==> src/rtl/product_accumulator.sv <==
// product_accumulator
// Sums CNT consecutive unsigned products taken over a valid/ready handshake.
// The block sum saturates at 2^AW-1 and a sticky overflow flag records it.
// The result is held on acc_valid/acc_ready until the consumer takes it.
module product_accumulator #(
    parameter int PW  = 8,
    parameter int AW  = 10,
    parameter int CNT = 4
) (
    input  logic          clk,
    input  logic          rst,
    input  logic          clear,
    input  logic          p_valid,
    input  logic [PW-1:0] p_data,
    output logic          p_ready,
    output logic          acc_valid,
    output logic [AW-1:0] acc_data,
    output logic          acc_ovf,
    input  logic          acc_ready
);

    localparam int CW = $clog2(CNT + 1);
    localparam logic [CW-1:0] CNT_LAST = CW'(CNT);

    typedef enum logic [1:0] {
        IDLE = 2'd0,
        ACC  = 2'd1,
        HOLD = 2'd2
    } state_t;

    state_t        state_reg, state_next;
    logic [AW-1:0] acc_reg, acc_next;
    logic [CW-1:0] count_reg, count_next;
    logic          ovf_reg, ovf_next;

    logic          accept;
    logic          xfer;
    logic [AW-1:0] p_ext;
    logic [AW:0]   sum_wide;
    logic [CW-1:0] count_inc;

    // The product is zero-extended to the accumulator width; the sum is formed
    // one bit wider so the carry out flags saturation.
    assign p_ext     = AW'(p_data);
    assign sum_wide  = {1'b0, acc_reg} + {1'b0, p_ext};
    assign count_inc = count_reg + CW'(1);
    assign accept    = p_valid & p_ready;
    assign xfer      = acc_valid & acc_ready;

    // State and datapath registers; rst returns everything to the empty state.
    always_ff @(posedge clk or posedge rst) begin
        if (rst) begin
            state_reg <= IDLE;
            acc_reg   <= '0;
            count_reg <= '0;
            ovf_reg   <= 1'b0;
        end else begin
            state_reg <= state_next;
            acc_reg   <= acc_next;
            count_reg <= count_next;
            ovf_reg   <= ovf_next;
        end
    end

    // Next-state and datapath update; clear overrides any accept or transfer.
    always_comb begin
        state_next = state_reg;
        acc_next   = acc_reg;
        count_next = count_reg;
        ovf_next   = ovf_reg;
        if (clear) begin
            state_next = IDLE;
            acc_next   = '0;
            count_next = '0;
            ovf_next   = 1'b0;
        end else begin
            unique case (state_reg)
                IDLE: begin
                    if (accept) begin
                        acc_next   = p_ext;
                        count_next = CW'(1);
                        ovf_next   = 1'b0;
                        state_next = (CNT == 1) ? HOLD : ACC;
                    end
                end
                ACC: begin
                    if (accept) begin
                        // Once saturated, acc is all ones so any further
                        // non-zero product carries out again and it stays put.
                        if (sum_wide[AW]) begin
                            acc_next = '1;
                            ovf_next = 1'b1;
                        end else begin
                            acc_next = sum_wide[AW-1:0];
                        end
                        count_next = count_inc;
                        if (count_inc == CNT_LAST) begin
                            state_next = HOLD;
                        end
                    end
                end
                HOLD: begin
                    if (xfer) begin
                        state_next = IDLE;
                        count_next = '0;
                    end
                end
                default: begin
                    state_next = IDLE;
                end
            endcase
        end
    end

    // Handshake and result outputs decoded from the registered state.
    always_comb begin
        p_ready   = (state_reg != HOLD);
        acc_valid = (state_reg == HOLD);
        acc_data  = acc_reg;
        acc_ovf   = ovf_reg;
    end

endmodule

==> config.mk <==
export PLATFORM = sky130hd
export DESIGN_NAME = product_accumulator
export DESIGN_NICKNAME = d
export VERILOG_FILES = /design/src/rtl/product_accumulator.sv
export SDC_FILE = /design/constraint.sdc
export NUM_CORES = 1
export LEC_CHECK = 0
export BUFFER_PORTS_ARGS = -buffer_cell sky130_fd_sc_hd__buf_2
export CORE_ASPECT_RATIO = 1.1
export CORE_MARGIN = 2
export CORE_UTILIZATION = 50
export CTS_CLUSTER_SIZE = 14
export DETAILED_ROUTE_END_ITERATION = 10
export GPL_TIMING_DRIVEN = 0
export MAX_ROUTING_LAYER = met4
export PLACE_DENSITY_LB_ADDON = 0.3
export SLEW_MARGIN = 20
export SYNTH_ARGS = -nofsm -noshare
export SYNTH_HDL_FRONTEND = slang
export SYNTH_SLANG_ARGS = --single-unit
==> constraint.sdc <==
create_clock -name clk -period 2.8 [get_ports clk]
set_input_delay 0.14 -clock clk [delete_from_list [all_inputs] [get_ports clk]]
set_output_delay 0.14 -clock clk [all_outputs]
set_load 0.02 [all_outputs]
== Word level (Yosys, flattened, before mapping) ==
Index checks and enable logic that the tools add are counted.

* $add $sub $neg: 2
* Multipliers: 0
* Div/mod/pow operators: 0
* $lt $le $gt $ge: 0
* Equal/unequal tests: 9
* Shift operators: 0
* Mux-type cells: 21
* Bitwise gates (word level): 2
* Reduce and logical (&&, ||, !) cells: 7

{| class="wikitable"
|+ Operators with widths
! operator !! count
|-
| $mux 10 || 4
|-
| $pmux 10 s2 || 1
|-
| $mux 3 || 4
|-
| $ne 3x3->1 const B || 4
|-
| $reduce_and 4->1 || 3
|-
| $add 10x8->11 || 1
|-
| $mux 2 || 5
|-
| $pmux 3 s3 || 1
|-
| $pmux 2 s3 || 1
|-
| $mux 1 || 4
|-
| $reduce_bool 4->1 || 1
|-
| $add 3x1->3 const B || 1
|-
| $eq 3x3->1 const B || 1
|-
| $ne 3x2->1 const B || 1
|-
| $reduce_and 3->1 || 1
|-
| $reduce_bool 3->1 || 1
|-
| $and 1x1->1 || 2
|-
| $eq 2x1->1 const B || 1
|-
| $eq 2x2->1 const B || 1
|-
| $logic_not 2->1 || 1
|-
| $ne 2x2->1 const B || 1
|-
| $pmux 1 s2 || 1
|}

* Register bits after elaboration: 16
* Latch bits: 0
* Bits in writable memories: 0
* ROM bits: 0
* Output and inout bits: 13
* Memories: 0

== Longest topological paths before layout ==
Gate-level depths: netlist of run 1.

* Depth in word-level cells: 6
* Mapped depth: 7
* Depth with buffers taken out: 7

== Least setup slack after synthesis of run 1 ==
No wires, ideal clock.

* Path type: register to register
* From: register acc_reg[0], in the netlist acc_data[0]
* To: register acc_reg[7], in the netlist acc_data[7]
* Setup time: 0.127 ns
* Arrival: 2.069 ns
* Required time: 2.673 ns
* Slack: 0.604 ns
* Stages on the path, launching flop included: 8
* Path buffers: 0
* Clock period less this slack: 2.196 ns
* Cells stage by stage: dfrtp_1 -> ha_1 -> fa_1 -> a211oi_2 -> nor2_1 -> o32a_1 -> a22oi_1 -> nand3_1

* Word-level cells in the longest chain between the ends: 5

{| class="wikitable"
|+ Ends and longest elaborated chain
! element !! line !! text
|-
| start: declaration || 32 || <nowiki>logic [AW-1:0] acc_reg, acc_next;</nowiki>
|-
| start signal: assignment || 59 || <nowiki>acc_reg <= acc_next;</nowiki>
|-
| $add 10x8->11 || 45 || <nowiki>assign sum_wide = {1'b0, acc_reg} + {1'b0, p_ext};</nowiki>
|-
| $mux 10 || 90 || <nowiki>if (sum_wide[AW]) begin</nowiki>
|-
| $mux 10 || 87 || <nowiki>if (accept) begin</nowiki>
|-
| $pmux 10 s2 || 77 || <nowiki>unique case (state_reg)</nowiki>
|-
| $mux 10 || 71 || <nowiki>if (clear) begin</nowiki>
|}

No other way between the ends. The select of a mux whose other input is x is not followed.
A chain may end at the register's enable or synchronous reset.

== Worst setup path in the final report of run 1 ==
Same ends and word-level chain as after synthesis.

==> results of run 1 <==
==> metrics by stage <==
stage | total power, mW | instance area (sq um) | worst slack (ps)
floorplan | 0.783 | 1270 | 604
global placement | 0.916 | 1430 | 556
detailed placement | 0.942 | 1430 | 529
CTS | 1.10 | 1470 | 512
global route | 1.18 | 1470 | 414
finish | 1.10 | 1470 | 524
==> kinds of logic (layout without fill, tap and decap cells) <==
kind of cell	after synthesis	after routing	synth area share (%)
simple gates	45	45	17.3
flops	16	16	31.6
buf+inv	10	39	3.16
fa+ha+maj	15	15	15.4
xor+xnor	5	5	3.46
compound gates	47	47	29.1
==> layer usage <==
metal | GRT usage (%) | vias to the layer above | part of all wire, %
li1 | - | 586 | -
met1 | 25.5 | 542 | 40
met2 | 37.4 | 43 | 53
met3 | 2.39 | 5 | 5.6
met4 | 10.2 | 0 | 1.5
met5 | - | - | 0
==> cell usage in the layout, fill, tap and decap left out, types with 2 or more instances in the layout <==
| cell type | Yosys | routed |
|---|---|---|
| a211oi_2 | 2 | 2 |
| a21o_1 | 2 | 2 |
| a21oi_1 | 7 | 7 |
| a221o_1 | 2 | 2 |
| a22oi_1 | 2 | 2 |
| a2bb2oi_1 | 2 | 2 |
| a31oi_1 | 2 | 2 |
| buf_2 | 2 | 26 |
| clkbuf_4 | 0 | 3 |
| dfrtp_1 | 16 | 16 |
| ha_1 | 14 | 14 |
| inv_1 | 7 | 7 |
| nand2_1 | 19 | 19 |
| nand2b_1 | 3 | 3 |
| nand3_1 | 2 | 2 |
| nor2_1 | 11 | 11 |
| nor3_1 | 2 | 2 |
| o211ai_1 | 2 | 2 |
| o21a_1 | 2 | 2 |
| o21ai_0 | 4 | 4 |
| o21ai_2 | 3 | 3 |
| o221ai_1 | 5 | 5 |
| o22a_1 | 3 | 3 |
| or3b_1 | 2 | 2 |
| xor2_1 | 4 | 4 |
==> final timing paths <==
check / slack, ps / cells after the start / from / to
worst min-delay path: 90 / 2 / p_data[4] / acc_data[4]$_DFFE_PP0P_
min in group asynchronous: 460 / 3 / rst / count_reg[0]$_DFFE_PP0P_
worst max-delay path: 520 / 7 / acc_data[0]$_DFFE_PP0P_ / acc_data[7]$_DFFE_PP0P_
max in group asynchronous: 1950 / 3 / rst / acc_data[5]$_DFFE_PP0P_
worst min register to register: 510 / 2 / acc_data[6]$_DFFE_PP0P_ / acc_data[6]$_DFFE_PP0P_
worst max register to register: 520 / 7 / acc_data[0]$_DFFE_PP0P_ / acc_data[7]$_DFFE_PP0P_
==> worst register-to-register path: stages, from the launching register on <==
cell,delay [ps]
dfrtp_1,420
ha_1,220
fa_1,440
a211oi_2,270
nor2_1,90
o32a_1,440
a22oi_1,200
nand3_1,100
==> report_power, final <==
part / switching, mW / internal [mW] / total, mW / leakage, nW
registers: 0.0478 / 0.284 / 0.332 / 0.216
clock network: 0.0810 / 0.0795 / 0.160 / 0.0210
logic: 0.376 / 0.231 / 0.606 / 0.525
==> cell usage after synthesis (all sizes together), types with 2 or more instances <==
cell type,number,area share (%)
o21ai,7,3.7
or3b,2,1.4
o31ai,2,1.6
o21a,2,1.2
nor2,11,3.3
nand2,19,5.6
a2bb2oi,2,1.4
nand3,2,0.79
o22a,3,2.1
a22oi,2,1.2
buf,2,0.79
nor3,3,2.1
xor2,4,2.8
inv,7,2.1
a21oi,7,2.8
ha,14,14
a31oi,2,0.99
a21o,3,1.9
dfrtp,16,32
o211ai,2,1.2
o221ai,5,3.5
nand2b,3,1.5
a211oi,2,2.0
a221o,2,1.6
==> cell type report <==
class | count | share of cell area (%)
clock buffers | 4 | 2.47
well taps | 31 | 2.64
flip-flops and latches | 16 | 27.2
plain buffers | 3 | 0.935
repair buffers | 25 | 8.84
inverters | 7 | 1.79
multi-input cells | 112 | 56.1
==> what timing repair did <==
action                    4_1_cts  5_1_grt
hold buffers                    1        0
hold endpoints to repair       16        0
resized for setup               0        0
==> impl_metrics.ini, run 1 <==
[run_status]
status = complete, no violations

[die]
io_pins = 26
initial_utilization_pct = 51.7
core_sq_um = 2450
die_h_um = 56.8
die_width_um = 52.0
die_area_sq_um = 2950
rows = 19

[cts]
insertion_delay_ps = 300
cts-root-buf = clkbuf_4
htreeDepth = 1
cts.sinks = 16
clock_path_buffers = 2
cts_tree = done
cts_buffers = 3
cts_setup_buffers = 0
cts.reportedPaths.clkPinSlew_ps = 100

[setup_path]
critPathKind = reg -> reg
critPathTopFamily = compound AO/OA/AOI/OAI gates
cp_cell_sequence = ha_1, fa_1, a211oi_2, nor2_1, o32a_1, a22oi_1, nand3_1
cp_slowest_stage_delay_ps = 440
required_ps = 2990
cp_num_buf_inv = 0
crit_path_max_fanout = 6
slowest_stage = fa_1
arrival_ps = 2470
cp-end-kind = flop
crit_path_start_kind = flop

[layout]
final_nets = 196
largest_reg_flops = 10
instances_no_fill = 198
drive_gt1_share_pct = 22.8
fill_cells = 213
seqCellArea_sq_um = 400
diodes = 0
area_growth_pct = 16.2
post-route-util_pct = 60.1
multi_input_area_sq_um = 826

[sta]
period_share_pct = 81.3
fin_setup_tns_ps = 0
tightest_slew_ps = 617
clock_skew_ps = 0.990
min_period_ps = 2280
slew_violations = 0
fin_hold_ws_ps = 90.3
slew_headroom_pct = 58.8
max_freq_mhz = 439
grt_setup_unrepaired = no
hold_viol_final = 0
setup_viol = 0

[routing]
firstDrtPassIters = 4
drtAntennaViolNets = 0
drc_errors = 0
via_per_inst = 5.94
routed_wl_um = 2900
vias = 1176
drt_iter0_drc = 36
route.detailed.wl_per_inst_um = 14.7

[placement]
dpl.cell_count = 193
hpwl_um = 2210
port_buffers = 24
gp_congestion = 0.918

[logic_synthesis]
syn_avg_cell_area_sq_um = 9.18
yosys.cell_types.count = 42
ys_seq_elements = 16
synthCells = 138
synth_edf_count = 0
synthArstFlopShare_pct = 100
yosysWarnings = 0
netlist_area_sq_um = 1270
ys_seq_area_share_pct = 31.6
synth_fp_nets = 166
ys.flop_type = dfrtp_1

[global_route]
grt_pass1_vias = 1075
antenna_found_initial = 0
grt_start_max_net_pins = 17
grt_pass1_wl_um = 4670
grt.total_usage_pct = 22.0
grt.overflow.total = 0

[power]
p_per_area_nw_per_um2 = 746
peakVddDrop_mv = 0.467
p_leak_nw = 0.762

[flow_run]
maxCapViolCount = 0

[hold_path]
min_path_type = in -> reg
Power figures use the tool's default switching activity.
==> inputs of run 2 (changes only) <==
--- a/config.mk
+++ b/config.mk
@@ -5,6 +5,7 @@
 export SDC_FILE = /design/constraint.sdc
 export NUM_CORES = 1
 export LEC_CHECK = 0
+export ABC_AREA = 1
 export BUFFER_PORTS_ARGS = -buffer_cell sky130_fd_sc_hd__buf_2
 export CORE_ASPECT_RATIO = 1.1
 export CORE_MARGIN = 2
==> constraint.sdc (replaced) <==
create_clock -name clk -period 2.3 [get_ports clk]
set_input_delay 0.115 -clock clk [delete_from_list [all_inputs] [get_ports clk]]
set_output_delay 0.115 -clock clk [all_outputs]
set_load 0.02 [all_outputs]
==> impl_metrics.ini, run 2 <==
[logic_synthesis]
ys_top_cells_by_count = nand2_1 (70), nor2_1 (25), inv_1 (23)
ys_seq_elements = 16
synth_fp_nets = 227
synthCells = 199
yosysMostFrequentCell = nand2_1
yosysWarnings = 0
synth_area_leader_cell = dfrtp_1
ys_seq_area_share_pct = 29.8
ys_top_cells_by_area = dfrtp_1 (30%), nand2_1 (20%), ha_1 (13%)
syn_avg_cell_area_sq_um = 6.75
ys.flop_type = dfrtp_1
netlist.area_leader.share_pct = 29.8
netlist_area_sq_um = 1340
synthArstFlopShare_pct = 100
yosys.cell_types.count = 23
synth_edf_count = 0

[cts]
insertion_delay_ps = 310
cts_tree = done
cts_buffers = 3
cts.reportedPaths.clkPinSlew_ps = 100
cts-root-buf = clkbuf_4
htreeDepth = 1
clock_path_buffers = 2
cts.sinks = 16
post_cts_resized = 0

[placement]
dpl.cell_count = 255
hpwl_um = 2140
dpl-instance-area_sq_um = 1510
gp_congestion = 0.811
port_buffers = 25
dp_slack_ps = 410

[global_route]
grt_pass1_wl_um = 4950
grt_start_max_net_pins = 17
antenna_found_initial = 0
grt.overflow.total = 0
grt.total_usage_pct = 22.1
grt_pass1_vias = 1175

[power]
p_per_area_nw_per_um2 = 1020
p_leak_nw = 0.931
peakVddDrop_mv = 0.634
power.total_mw = 1.58

[sta]
min_period_ps = 1910
hold_viol_final = 0
timing.final.ws_setup_ps = 394
clock_skew_ps = 4.91
tightest_slew_ps = 627
fin_hold_ws_ps = 10.1
max_freq_mhz = 525
fin_setup_tns_ps = 0
slew_headroom_pct = 58.1
slew_violations = 0
setup_viol = 0
period_share_pct = 82.9
grt_setup_unrepaired = no

[routing]
drc_errors = 0
drt_iter0_drc = 27
vias = 1275
firstDrtPassIters = 4
route.detailed.wl_per_inst_um = 10.6
drtAntennaViolNets = 0
routed_wl_um = 2760
via_per_inst = 4.90

[layout]
layout_common_cells = nand2_1 (70), buf_2 (26), nor2_1 (25)
layout_commonest_cell = nand2_1
final_nets = 258
area_growth_pct = 15.7
drive_gt1_share_pct = 17.9
finalInstanceArea_sq_um = 1550
largest_reg_flops = 10
post-route-util_pct = 61.6
diodes = 0
instances_no_fill = 260
fill_cells = 271

[die]
die_h_um = 58.3
die_width_um = 53.4
rows = 19
core_sq_um = 2520
io_pins = 26
initial_utilization_pct = 53.3
die_area_sq_um = 3120

[flow_run]
maxCapViolCount = 0

[run_status]
status = complete, no violations

[setup_path]
crit_path_start_kind = flop
worstReg2RegEnd = acc_data[5]$_DFFE_PP0P_
critPathKind = reg -> reg
cp-end-kind = flop
reg2reg_from = acc_data[0]$_DFFE_PP0P_
crit_path_max_fanout = 8
ff2ff_path_depth = 10
required_ps = 2500
rrSetupSlack_ps = 390
arrival_ps = 2100

[hold_path]
whs_path_depth = 2
worstHoldStart = clear
holdPathEnd = count_reg[0]$_DFFE_PP0P_
min_path_type = in -> reg
-- run 2: changes by cell type in the layout (fill, tap and decap cells not counted), sizes merged, moves of 5 or more --
cell,before,now
o21ai,7,17
nand3,2,11
a21oi,7,2
nand2,19,76
nor2,11,25
inv,7,26
o221ai,5,0
-- run 2: power breakdown --
group          switching [mW]  total, mW  internal (mW)  leakage (nW)
logic                   0.612      0.945          0.333         0.699
clock network           0.103      0.200         0.0968        0.0210
registers              0.0726      0.437          0.364         0.211
total                   0.787       1.58          0.794         0.931
-- run 2: worst max-delay path by stage --
stage / from / depth (start not counted) / slack (ps) / to
floorplan: acc_data[0]$_DFFE_PP0P_ / 10 / 480 / acc_data[5]$_DFFE_PP0P_
global route: acc_data[0]$_DFFE_PP0P_ / 10 / 260 / acc_data[1]$_DFFE_PP0P_
detailed placement: acc_data[0]$_DFFE_PP0P_ / 10 / 410 / acc_data[5]$_DFFE_PP0P_
CTS: acc_data[0]$_DFFE_PP0P_ / 10 / 390 / acc_data[5]$_DFFE_PP0P_
global placement: acc_data[0]$_DFFE_PP0P_ / 10 / 420 / acc_data[6]$_DFFE_PP0P_
finish: acc_data[0]$_DFFE_PP0P_ / 10 / 390 / acc_data[5]$_DFFE_PP0P_
-- run 2: logic make-up (layout without fill, tap and decap cells) --
group | after synthesis | count (layout) | synth area share, %
buf+inv | 27 | 57 | 7.64
flops | 16 | 16 | 29.8
simple gates | 114 | 114 | 35.6
xor+xnor | 4 | 4 | 2.61
compound gates | 23 | 23 | 9.79
fa+ha+maj | 15 | 15 | 14.5
-- run 2: worst max-delay path, cell delays in order (launching register included) --
cell and delay (ps):
dfrtp_1 410, ha_1 250, fa_1 430, nand3_1 100, nand2_2 90, nand2_2 80
nand2_4 60, nand2_4 80, nand2_4 90, o21ai_1 150, nand2_1 60
-- run 2: layout make-up --
class | count | area [sq um] | share of cell area (%)
Multi-Input combinational cell | 156 | 840 | 54.1
Inverter | 26 | 97.6 | 6.29
Buffer | 1 | 5.00 | 0.322
Sequential cell | 16 | 400 | 25.8
Clock buffer | 4 | 36.3 | 2.34
Tap cell | 31 | 38.8 | 2.50
Timing Repair Buffer | 26 | 135 | 8.70
-- run 2: repair_timing --
item | in CTS | in global routing
buffers inserted | 0 | 0
hold buffers | 1 | 0
hold endpoints to repair | 16 | 0
-- run 2: routing by layer --
| layer | global-route usage (%) | share of wire [%] | vias to the layer above |
|---|---|---|---|
| li1 | - | - | 684 |
| met1 | 28.3 | 47 | 563 |
| met2 | 35.1 | 48 | 23 |
| met3 | 2.28 | 2.8 | 5 |
| met4 | 9.89 | 2.0 | 0 |
| met5 | - | 0 | - |
